==> config.mk <==
export PLATFORM = sky130hd
export DESIGN_NAME = alarm_key_entry
export DESIGN_NICKNAME = d
export VERILOG_FILES = /design/src/rtl/alarm_pkg.sv /design/src/rtl/key_timeout_counter.sv /design/src/rtl/alarm_key_entry.sv
export SDC_FILE = /design/constraint.sdc
export NUM_CORES = 1
export LEC_CHECK = 0
export BUFFER_PORTS_ARGS = -buffer_cell sky130_fd_sc_hd__buf_2
export CAP_MARGIN = 30
export CELL_PAD_IN_SITES_DETAIL_PLACEMENT = 2
export CELL_PAD_IN_SITES_GLOBAL_PLACEMENT = 2
export CORE_MARGIN = 5
export CORE_UTILIZATION = 34
export DETAILED_ROUTE_END_ITERATION = 16
export PLACE_DENSITY = 0.94
export RECOVER_POWER = 25
export SKIP_LAST_GASP = 1
export SLEW_MARGIN = 20
export SYNTH_ARGS = -nofsm -noshare
export SYNTH_HDL_FRONTEND = slang
export SYNTH_SLANG_ARGS = --single-unit
==> constraint.sdc <==
create_clock -name clock -period 3.5 [get_ports clock]
set_clock_uncertainty 0.2 [all_clocks]
set_input_delay 0.175 -clock clock [delete_from_list [all_inputs] [get_ports clock]]
set_output_delay 0.175 -clock clock [all_outputs]
set_load 0.05 [all_outputs]
==> src/rtl/alarm_pkg.sv <==
// Shared definitions for the alarm clock keypad entry path: key codes,
// 24-hour limits, entry state encoding and the HH:MM legality check.
package alarm_pkg;

    localparam logic [3:0] KEY_DIGIT_MAX = 4'd9;
    localparam logic [3:0] KEY_NONE      = 4'd10;

    localparam logic [3:0] HR_TENS_MAX       = 4'd2;
    localparam logic [3:0] HR_UNITS_MAX_AT_2 = 4'd3;
    localparam logic [3:0] MIN_TENS_MAX      = 4'd5;

    localparam logic [2:0] ENTRY_DIGITS = 3'd4;

    typedef enum logic {
        IDLE  = 1'b0,
        ENTRY = 1'b1
    } entry_state_t;

    typedef struct packed {
        logic [3:0] ms_hr;
        logic [3:0] ls_hr;
        logic [3:0] ms_min;
        logic [3:0] ls_min;
    } digits_t;

    // Hours 00..23 and minutes 00..59, judged digit by digit.
    function automatic logic is_legal_time(input digits_t d);
        logic hr_ok;
        hr_ok = (d.ms_hr < HR_TENS_MAX) ? (d.ls_hr <= KEY_DIGIT_MAX) :
                (d.ms_hr == HR_TENS_MAX) ? (d.ls_hr <= HR_UNITS_MAX_AT_2) : 1'b0;
        return hr_ok && (d.ms_min <= MIN_TENS_MAX) && (d.ls_min <= KEY_DIGIT_MAX);
    endfunction

endpackage

==> src/rtl/key_timeout_counter.sv <==
// 8-bit inactivity down-counter; expire fires on the tick that takes it
// from 1 to 0, unless a load arrives in the same cycle.
module key_timeout_counter (
    input  logic       clock,
    input  logic       reset,
    input  logic       load,
    input  logic       tick,
    input  logic [7:0] timeout_s,
    output logic       expire
);

    logic [7:0] count;

    // NOTE: sequential state uses non-blocking assignments so every flop
    // samples pre-edge values regardless of process ordering.
    always_ff @(posedge clock) begin
        if (reset) begin
            count <= 8'd0;
        end else if (load) begin
            count <= timeout_s;
        end else if (tick && count != 8'd0) begin
            count <= count - 8'd1;
        end
    end

    assign expire = tick && !load && (count == 8'd1);

endmodule

==> src/rtl/alarm_key_entry.sv <==
// Keypad digit entry for the alarm display: shifts digits in right-to-left,
// tracks progress and legality, and abandons an idle entry after TIMEOUT_S ticks.
module alarm_key_entry
    import alarm_pkg::*;
#(
    parameter int TIMEOUT_S = 10
) (
    input  logic       clock,
    input  logic       reset,
    input  logic       one_second,
    input  logic       key_valid,
    input  logic [3:0] key,
    output logic [3:0] key_ms_hr,
    output logic [3:0] key_ls_hr,
    output logic [3:0] key_ms_min,
    output logic [3:0] key_ls_min,
    output logic [2:0] digit_count,
    output logic       entry_active,
    output logic       entry_full,
    output logic       time_valid,
    output logic       timeout
);

    localparam logic [7:0] TIMEOUT_V = 8'(TIMEOUT_S);

    entry_state_t state, state_next;
    digits_t      digits, digits_next;
    logic [2:0]   count, count_next;
    logic         valid_q, valid_next;
    logic         timeout_q, timeout_next;
    logic         digit_accept;
    logic         expire;

    assign digit_accept = key_valid && (key <= KEY_DIGIT_MAX);

    key_timeout_counter u_timer (
        .clock     (clock),
        .reset     (reset),
        .load      (digit_accept),
        .tick      (one_second && state == ENTRY),
        .timeout_s (TIMEOUT_V),
        .expire    (expire)
    );

    always_ff @(posedge clock) begin
        if (reset) begin
            state     <= IDLE;
            digits    <= '0;
            count     <= 3'd0;
            valid_q   <= 1'b0;
            timeout_q <= 1'b0;
        end else begin
            state     <= state_next;
            digits    <= digits_next;
            count     <= count_next;
            valid_q   <= valid_next;
            timeout_q <= timeout_next;
        end
    end

    // NOTE: every signal gets its default first so no path leaves it
    // unassigned, which would otherwise infer a latch.
    always_comb begin
        state_next   = state;
        digits_next  = digits;
        count_next   = count;
        timeout_next = 1'b0;

        case (state)
            IDLE: begin
                if (digit_accept) state_next = ENTRY;
            end
            ENTRY: begin
                if (!digit_accept && expire) state_next = IDLE;
            end
            default: state_next = IDLE;
        endcase

        // A digit always beats an expiring tick in the same cycle.
        if (digit_accept) begin
            digits_next = '{ms_hr: digits.ls_hr, ls_hr: digits.ms_min,
                            ms_min: digits.ls_min, ls_min: key};
            if (count != ENTRY_DIGITS) count_next = count + 3'd1;
        end else if (expire) begin
            digits_next  = '0;
            count_next   = 3'd0;
            timeout_next = 1'b1;
        end

        valid_next = (count_next == ENTRY_DIGITS) && is_legal_time(digits_next);
    end

    assign key_ms_hr    = digits.ms_hr;
    assign key_ls_hr    = digits.ls_hr;
    assign key_ms_min   = digits.ms_min;
    assign key_ls_min   = digits.ls_min;
    assign digit_count  = count;
    assign entry_active = (state == ENTRY);
    assign entry_full   = (count == ENTRY_DIGITS);
    assign time_valid   = valid_q;
    assign timeout      = timeout_q;

endmodule

==> Word-level counts from Yosys, hierarchy flattened <==
Cells that the tools add are included.
{ "word_totals": {"register_bits": 30, "input_bits": 8, "output_inout_bits": 23, "wordCells": 50} }
{ "classes": {"n_addsub": 2, "n_lt_le_gt_ge": 6, "eq_ne": 5, "n_mux": 13, "bitwise_logic": 1, "reduce_logical": 13} }
{ "op_table": {"columns": ["operator", "count"], "rows": [
  ["$mux 16", 2],
  ["$le 4x4->1 const B", 3],
  ["$logic_and 1x1->1", 9],
  ["$mux 3", 3],
  ["$eq 8x1->1 const B", 1],
  ["$mux 4", 2],
  ["$reduce_bool 8->1", 1],
  ["$sub 8x1->8 const B", 1],
  ["$eq 3x3->1 const B", 2],
  ["$mux 1", 5],
  ["$eq 4x2->1 const B", 1],
  ["$le 4x2->1 const B", 1],
  ["$le 4x3->1 const B", 1],
  ["$lt 4x2->1 const B", 1],
  ["$add 3x1->3 const B", 1],
  ["$ne 3x3->1 const B", 1],
  ["$pmux 1 s2", 1],
  ["$reduce_bool 2->1", 1],
  ["$reduce_or 2->1", 1],
  ["$logic_not 1->1", 1],
  ["$not 1->1", 1]
]} }

==> Depth between registers and ports, before layout <==
Gate-level depths: netlist (run 1).
{ "depth": {"word_depth": 13, "mapped_depth": 8, "ltp_nobuf": 7} }

==> Hierarchy <==
Synthesis (run 1) repeated with hierarchy kept, for this count alone.
{ "hier_totals": {"cells_unflattened": 183, "hier_area_um2": 1545.2} }
{ "modules_own_cells": {"columns": ["module", "instances", "cells_each", "area_per_inst_um2"], "rows": [
  ["alarm_key_entry", 1, 120, 994.7],
  ["key_timeout_counter", 1, 63, 550.5]
]} }

==> Worst setup path before layout (run 1) <==
Ideal clock, no wire load.
{ "synth_path": {"path_type": "reg-to-reg", "from": "reg count[0] (netlist: digit_count[0])", "to": "reg valid_q (netlist: time_valid)", "setup_ns": 0.130, "t_arrival_ns": 2.179, "required_ns": 3.170, "setup_slack_ns": 0.991, "path_stages_with_launch": 8, "n_path_buf": 0, "period_less_slack_ns": 2.509, "cell_sequence": "dfxtp_1 inv_1 ha_1 and2_0 o21ai_0 a221oi_1 o21ai_0 nor4b_4"} }
{ "synth_between": {"elab_chain_cells": 5, "elab_cells_between_ends": 7} }
{ "synth_rtl": {"columns": ["item", "line", "text"], "rows": [
  ["start: declaration", "alarm_key_entry.sv:28", "logic [2:0] count, count_next;"],
  ["start signal: assignment", "alarm_key_entry.sv:55", "count <= count_next;"],
  ["$add 3x1->3 or $ne 3x3->1 (tied branches)", "alarm_key_entry.sv:83", "if (count != ENTRY_DIGITS) count_next = count + 3'd1;"],
  ["$mux 3", "alarm_key_entry.sv:83", null],
  ["$mux 3 (*)", "alarm_key_entry.sv:80", "if (digit_accept) begin"],
  ["$eq 3x3->1 (*)", "alarm_key_entry.sv:90", "valid_next = (count_next == ENTRY_DIGITS) && is_legal_time(digits_next);"],
  ["$logic_and 1x1->1 (*)", "alarm_key_entry.sv:90", null],
  ["end signal: assignment", "alarm_key_entry.sv:56", "valid_q <= valid_next;"],
  ["end: declaration", "alarm_key_entry.sv:29", "logic valid_q, valid_next;"]
]} }
Every way passes the cells marked *; elsewhere a longest branch is shown, timed or not.
A chain may end at the register's enable or synchronous reset.

==> Final worst setup path (run 1) <==
{ "layout_path": {"from": "in key[1]", "to": "reg valid_q (netlist: time_valid)"} }
{ "layout_between": {"elab_chain_cells": 13, "elab_cells_between_ends": 21} }
{ "layout_rtl": {"columns": ["item", "line", "text"], "rows": [
  ["start: declaration", "alarm_key_entry.sv:12", "input logic [3:0] key,"],
  ["$le 4x4->1", "alarm_key_entry.sv:34", "assign digit_accept = key_valid && (key <= KEY_DIGIT_MAX);"],
  ["$logic_and 1x1->1", "alarm_key_entry.sv:34", null],
  ["$logic_not 1->1", "key_timeout_counter.sv:26", "assign expire = tick && !load && (count == 8'd1);"],
  ["$logic_and 1x1->1 (2 in series)", "key_timeout_counter.sv:26", null],
  ["$mux 16", "alarm_key_entry.sv:84", "end else if (expire) begin"],
  ["$mux 16", "alarm_key_entry.sv:80", null],
  ["$le 4x2->1 or $eq 4x2->1 (tied branches)", "alarm_pkg.sv:30", "(d.ms_hr == HR_TENS_MAX) ? (d.ls_hr <= HR_UNITS_MAX_AT_2) : 1'b0;"],
  ["$mux 1", "alarm_pkg.sv:30", null],
  ["$mux 1", "alarm_pkg.sv:29", "hr_ok = (d.ms_hr < HR_TENS_MAX) ? (d.ls_hr <= KEY_DIGIT_MAX) :"],
  ["$logic_and 1x1->1 (2 in series)", "alarm_pkg.sv:31", "return hr_ok && (d.ms_min <= MIN_TENS_MAX) && (d.ls_min <= KEY_DIGIT_MAX);"],
  ["$logic_and 1x1->1 (*)", "alarm_key_entry.sv:90", null]
]} }
Marked as above.

==> flow_summary.yaml, run 1 <==
outcome:
  status: "finished, final reports clean"
power_and_ir_drop:
  power_uw: 777
  power.density_mw_per_mm2: 452
  max-vdd-ir-drop_mv: 0.198
  power.leakage_uw: 0.000640
cts:
  cts_num_sinks: 30
  cts.path.max_buffers: 2
  cts_root_buf: "clkbuf_8"
  cts_tree: "yes"
  cts_inserted_buffers: 5
  worstSkewPairLatency_ns: 0.28
  ctsResizeCount: 0
  htree_levels: 2
  path_clk_slew_ns: 0.07
placed_design:
  dp_hpwl_um: 3360
  dp.cells: 238
  io_buffers: 30
  gp_congestion: 0.815
logic_synthesis:
  yosys.area.top_type: "dfxtp_1"
  avgSynthCellArea_um2: 8.73
  synth_nets: 177
  synthTopCellsByArea: "dfxtp_1 42%, nand2_1 7.9%, a21oi_1 7.0%, ha_1 4.4%, nor2_1 3.9%"
  synth_area_mm2: 0.00143
  yosysSeqAreaShare_pct: 42.0
  yosysWarnings: 0
  ys_types: 41
  synthCells: 164
  netlist.area_leader.share_pct: 42.0
  synth-seq-cells: 30
global_route:
  gr-usage-all-layers_pct: 17.9
  grt_pass1_vias: 1466
  overflow: 0
  antenna_found_initial: 0
  grt_max_degree: 25
  grt_pass1_wl_um: 7510
timing:
  clock.fmax_mhz: 402
  period_share_pct: 71.1
  tightestPinTransition_ns: 0.839
  maxSlewViolCount: 0
  fin_setup_tns_ns: 0
  slew_headroom_pct: 43.9
  hold_viol_final: 0
  min_period_ns: 2.49
  setup_violations: 0
  rsz0062_at_grt: "no"
route:
  routed-via-count: 1360
  dr.pass1.iters: 4
  drtAntennaViolNets: 0
  wl_um: 4650
  wire_per_inst_um: 18.6
  drc: 0
  drt_iter0_markers: 75
  vias_per_cell: 5.44
cells_and_area:
  syn_to_final_growth_pct: 20.1
  nFillCells: 482
  multi_input_area_um2: 768
  nets: 212
  drive_above_1_share_pct: 18.5
  diodes: 0
  stdcell_count: 250
  seqCellArea_um2: 601
worst_setup_path:
  path_max_fanout: 24
  end_kind: "flip-flop"
  worst-setup-path-type: "in2reg"
  startpoint_type: "input port"
  cp.arrival_ns: 2.49
  cp.required_ns: 3.50
floorplan:
  die_h_um: 74.9
  core_mm2: 0.00403
  start_util_pct: 35.5
  num_rows: 23
  die_area_mm2: 0.00561
  dieWidth_um: 74.9
  ios: 31
min_path:
  worstHoldPathType: "in2reg"
run:
  maxCapViolCount: 0
[worst max-delay path, stage by stage]
cell           delay [ns]
dlygate4sd3_1        0.54
buf_2                0.15
o21ai_2              0.27
nand2_1              0.56
a31oi_4              0.38
a221oi_2             0.10
nor4b_4              0.31
[logic make-up (layout without fill, tap and decap cells)]
kind of cell    Yosys count  after routing  share of synthesized area, %
compound gates           38             38                          18.1
simple gates             73             73                          26.9
fa+ha+maj                 5              5                          4.37
flops                    30             30                          42.0
xor+xnor                  7              7                          4.28
buf+inv                  11             47                          4.37
[synthesized netlist by cell type]
master     n
nand2b_1   1
nand3_4    1
nor4_4     1
xor2_1     6
and3_1     1
a211oi_1   1
nand3b_1   1
or3_1      1
a31oi_1    2
a221o_1    1
nor4b_4    1
a21oi_1   20
buf_2      3
ha_1       5
o311ai_0   1
a31oi_2    1
buf_6      1
nand4b_1   1
and3_2     1
and2_0     1
nand2_1   30
and4b_1    1
xnor2_1    1
dfxtp_1   30
a31oi_4    1
nor3_2     1
a221oi_2   1
o21bai_2   1
clkbuf_1   1
a221oi_1   1
a21o_1     1
clkbuf_8   1
nor3_1     2
nor4_1     2
o21ai_2    1
inv_1      5
a21bo_2    1
and2_2     1
o21ai_0    5
nor2_1    15
nand3_1   11
[metal layers]
metal / part of all wire, % / track usage (%)
met1: 38 / 18.4
met2: 56 / 35.0
met3: 4.7 / 4.27
met4: 1.6 / 5.73
met5: 0 / 0
[registers in the layout, indices dropped and copies added (netlist names)]
| signal | cells |
|---|---|
| digit_count | 3 |
| key_ms_hr | 4 |
| timeout | 1 |
| key_ls_hr | 4 |
| time_valid | 1 |
| entry_active | 1 |
| key_ms_min | 4 |
| key_ls_min | 4 |
| u_timer.count | 8 |
[power by group]
| part | internal [µW] | switching (µW) | total [µW] |
|---|---|---|---|
| clock | 158 | 142 | 300 |
| combinational | 33.2 | 77.4 | 111 |
| sequential | 352 | 14.2 | 366 |
| total | 543 | 234 | 777 |
[final timing paths]
path | start | to | slack (ns) | cells past startpoint
setup reg to reg | digit_count[0]$_SDFF_PP0_ | time_valid$_SDFF_PP0_ | 1.35 | 7
hold reg to reg | key_ls_min[0]$_SDFF_PP0_ | key_ms_min[0]$_SDFF_PP0_ | 0.30 | 2
setup / recovery | key[1] | time_valid$_SDFF_PP0_ | 1.01 | 7
hold / removal | reset | key_ms_hr[2]$_SDFF_PP0_ | 0.05 | 2
[cell type report]
type | instances | area share (%)
multi-input cells | 123 | 44.7
flip-flops and latches | 30 | 34.9
repair buffers | 34 | 10.1
clock buffers | 6 | 4.80
well taps | 50 | 3.64
inverters | 5 | 1.09
clock inverters | 2 | 0.728
[through the flow]
| stage | util (%) | setup slack, ns | instance area [µm²] | hold WS, ns |
|---|---|---|---|---|
| floorplan | - | 0.991 | 1430 | 0.0441 |
| detailed placement | 39.7 | 1.30 | 1600 | 0.223 |
| global route | 42.7 | 0.859 | 1720 | 0.0623 |
| CTS | 43.1 | 1.05 | 1740 | 0.0414 |
| finish | 42.7 | 1.01 | 1720 | 0.0469 |
| global placement | 39.7 | 1.47 | 1600 | 0.223 |
[placed cells by master (no fill, tap or decap), types with 2 or more instances in the layout]
cell type      count
dfxtp_1           30
nand2_1           30
a31oi_1            2
inv_1              5
dlygate4sd3_1      4
nor2_1            15
nand3_1           11
nor3_1             2
ha_1               5
buf_2             17
xor2_1             6
a21oi_1           20
nor4_1             2
clkbuf_1          13
o21ai_0            5
clkbuf_8           6
[repair_timing]
item,CTS,global route
buffers inserted,0,0
hold buffers,4,0
hold endpoints to repair,4,0
Power figures use the tool's default switching activity.
==> inputs of run 2 (changes only) <==
--- a/config.mk
+++ b/config.mk
@@ -10,9 +10,9 @@
 export CELL_PAD_IN_SITES_DETAIL_PLACEMENT = 2
 export CELL_PAD_IN_SITES_GLOBAL_PLACEMENT = 2
 export CORE_MARGIN = 5
-export CORE_UTILIZATION = 34
+export CORE_UTILIZATION = 31
 export DETAILED_ROUTE_END_ITERATION = 16
-export PLACE_DENSITY = 0.94
+export PLACE_DENSITY = 0.88
 export RECOVER_POWER = 25
 export SKIP_LAST_GASP = 1
 export SLEW_MARGIN = 20
==> constraint.sdc (replaced) <==
create_clock -name clock -period 2.45 [get_ports clock]
set_clock_uncertainty 0.2 [all_clocks]
set_input_delay 0.1225 -clock clock [delete_from_list [all_inputs] [get_ports clock]]
set_output_delay 0.1225 -clock clock [all_outputs]
set_load 0.05 [all_outputs]
==> flow_summary.yaml, run 2 (synthesis gave the netlist of run 1 again) <==
outcome:
  status: "finished, final reports clean"
floorplan:
  num_rows: 24
  dieWidth_um: 78.0
  ios: 31
  core_mm2: 0.00441
  die_area_mm2: 0.00608
  start_util_pct: 32.4
  die_h_um: 78.0
placed_design:
  io_buffers: 30
  place_area_mm2: 0.00163
  dp_hpwl_um: 3150
  gp_congestion: 0.797
  place_ws_ns: 0.324
timing:
  hold_ws_ns: 0.000664
  setup_violations: 0
  maxSlewViolCount: 0
  hold_viol_final: 0
  clock.fmax_mhz: 451
  period_share_pct: 90.5
  rsz0062_at_grt: "no"
  setup_slack_ns: 0.233
  min_period_ns: 2.22
  fin_setup_tns_ns: 0
  tightestPinTransition_ns: 0.634
  slew_headroom_pct: 57.6
power_and_ir_drop:
  switching_share_pct: 25.1
  pwr-share-seq_pct: 39.6
  combinationalPowerShare_pct: 12.4
  internal_power_uw: 991
  max-vdd-ir-drop_mv: 0.481
  power.leakage_uw: 0.000697
  clkPwrFrac_pct: 48.0
  p_sw_uw: 332
  power.density_mw_per_mm2: 727
global_route:
  gr-usage-all-layers_pct: 16.0
  antenna_found_initial: 0
  grt_pass1_wl_um: 7800
  overflow: 0
  grt_pass1_vias: 1581
  grt_max_degree: 18
min_path:
  whs_path_depth: 2
  worstHoldPathType: "in2reg"
worst_setup_path:
  path_cells: "nor4_4 -> nand3_4 -> nand3_1 -> a21oi_1 -> dlygate4sd3_1"
  r2r_slack_ns: 0.23
  path_buf_inv: 1
  critPathTopFamily: "simple AND/OR/NAND/NOR gates"
  cp.required_ns: 2.43
  path_max_fanout: 13
  critPathSlowestCell: "dlygate4sd3_1"
  worst-setup-path-type: "reg2reg"
  cp.arrival_ns: 2.20
  crit_cells: 5
  cp_slowest_stage_delay_ns: 0.56
  startpoint_type: "flip-flop"
  r2r_cells: 5
  end_kind: "flip-flop"
cts:
  cts_num_sinks: 30
  cts.path.max_buffers: 2
  cts_root_buf: "clkbuf_8"
  htree_levels: 2
  path_clk_slew_ns: 0.07
  worstSkewPairLatency_ns: 0.29
  cts_inserted_buffers: 5
  cts_tree: "yes"
  cts_setup_buffers: 0
cells_and_area:
  nFillCells: 518
  largest_reg_flops: 8
  syn_to_final_growth_pct: 27.2
  final_common_cell: "nand2_1"
  mostFrequentLayoutCells: "30 x nand2_1, 29 x dfxtp_1, 20 x a21oi_1"
  top_register: "u_timer.count"
  final_area_mm2: 0.00182
  multi_input_area_um2: 768
  diodes: 0
  seqCellArea_um2: 602
  nets: 218
  drive_above_1_share_pct: 20.4
route:
  drt_iter0_markers: 61
  routed-via-count: 1379
  wl_um: 4700
  drc: 0
  vias_per_cell: 5.34
  drtAntennaViolNets: 0
  wire_per_inst_um: 18.2
  dr.pass1.iters: 4
run:
  maxCapViolCount: 0
[run 2: layer usage]
metal	vias to the layer above	global-route usage, %	part of all wire [%]
met5	-	0	0
met4	0	6.93	2.0
met3	9	4.17	5.0
met2	32	28.8	51
met1	689	17.6	42
li1	649	-	-
[run 2: timing repair]
item,4_1_cts,5_1_grt
gates resized for setup,0,0
hold endpoints to repair,4,0
hold buffers,6,0
setup endpoints to repair,0,0
[run 2: worst paths after layout]
| check | startpoint | end |
|---|---|---|
| setup / recovery | u_timer.count[2]$_SDFFE_PP0P_ | key_ls_min[0]$_SDFF_PP0_ |
| hold / removal | reset | u_timer.count[3]$_SDFFE_PP0P_ |
| setup reg to reg | u_timer.count[2]$_SDFFE_PP0P_ | key_ls_min[0]$_SDFF_PP0_ |
| hold reg to reg | key_ms_min[2]$_SDFF_PP0_ | key_ms_min[2]$_SDFF_PP0_ |
[run 2: cell type report]
cell class / count / area share, %
Multi-Input combinational cell: 123 / 42.2
Sequential cell: 30 / 33.1
Timing Repair Buffer: 40 / 12.3
Clock buffer: 6 / 4.54
Tap cell: 52 / 3.57
Clock inverter: 2 / 3.30
Inverter: 5 / 1.03
[run 2: metrics by stage]
| step | power, µW | util (%) | instances |
|---|---|---|---|
| final | 1320 | 41.2 | 258 |
| after global routing | 1390 | 41.2 | 258 |
| after CTS | 1340 | 41.6 | 258 |
| after detailed placement | 690 | 37.0 | 244 |
| after global placement | 685 | 37.0 | 244 |
| after floorplan | 643 | - | 164 |
[run 2: power groups by stage]
stage	clock [µW]	sequential, µW	combinational [µW]
after floorplan	0	560	82.7
after global placement	0	533	152
after detailed placement	0	534	157
after CTS	651	524	168
after global routing	680	526	179
final	635	524	165
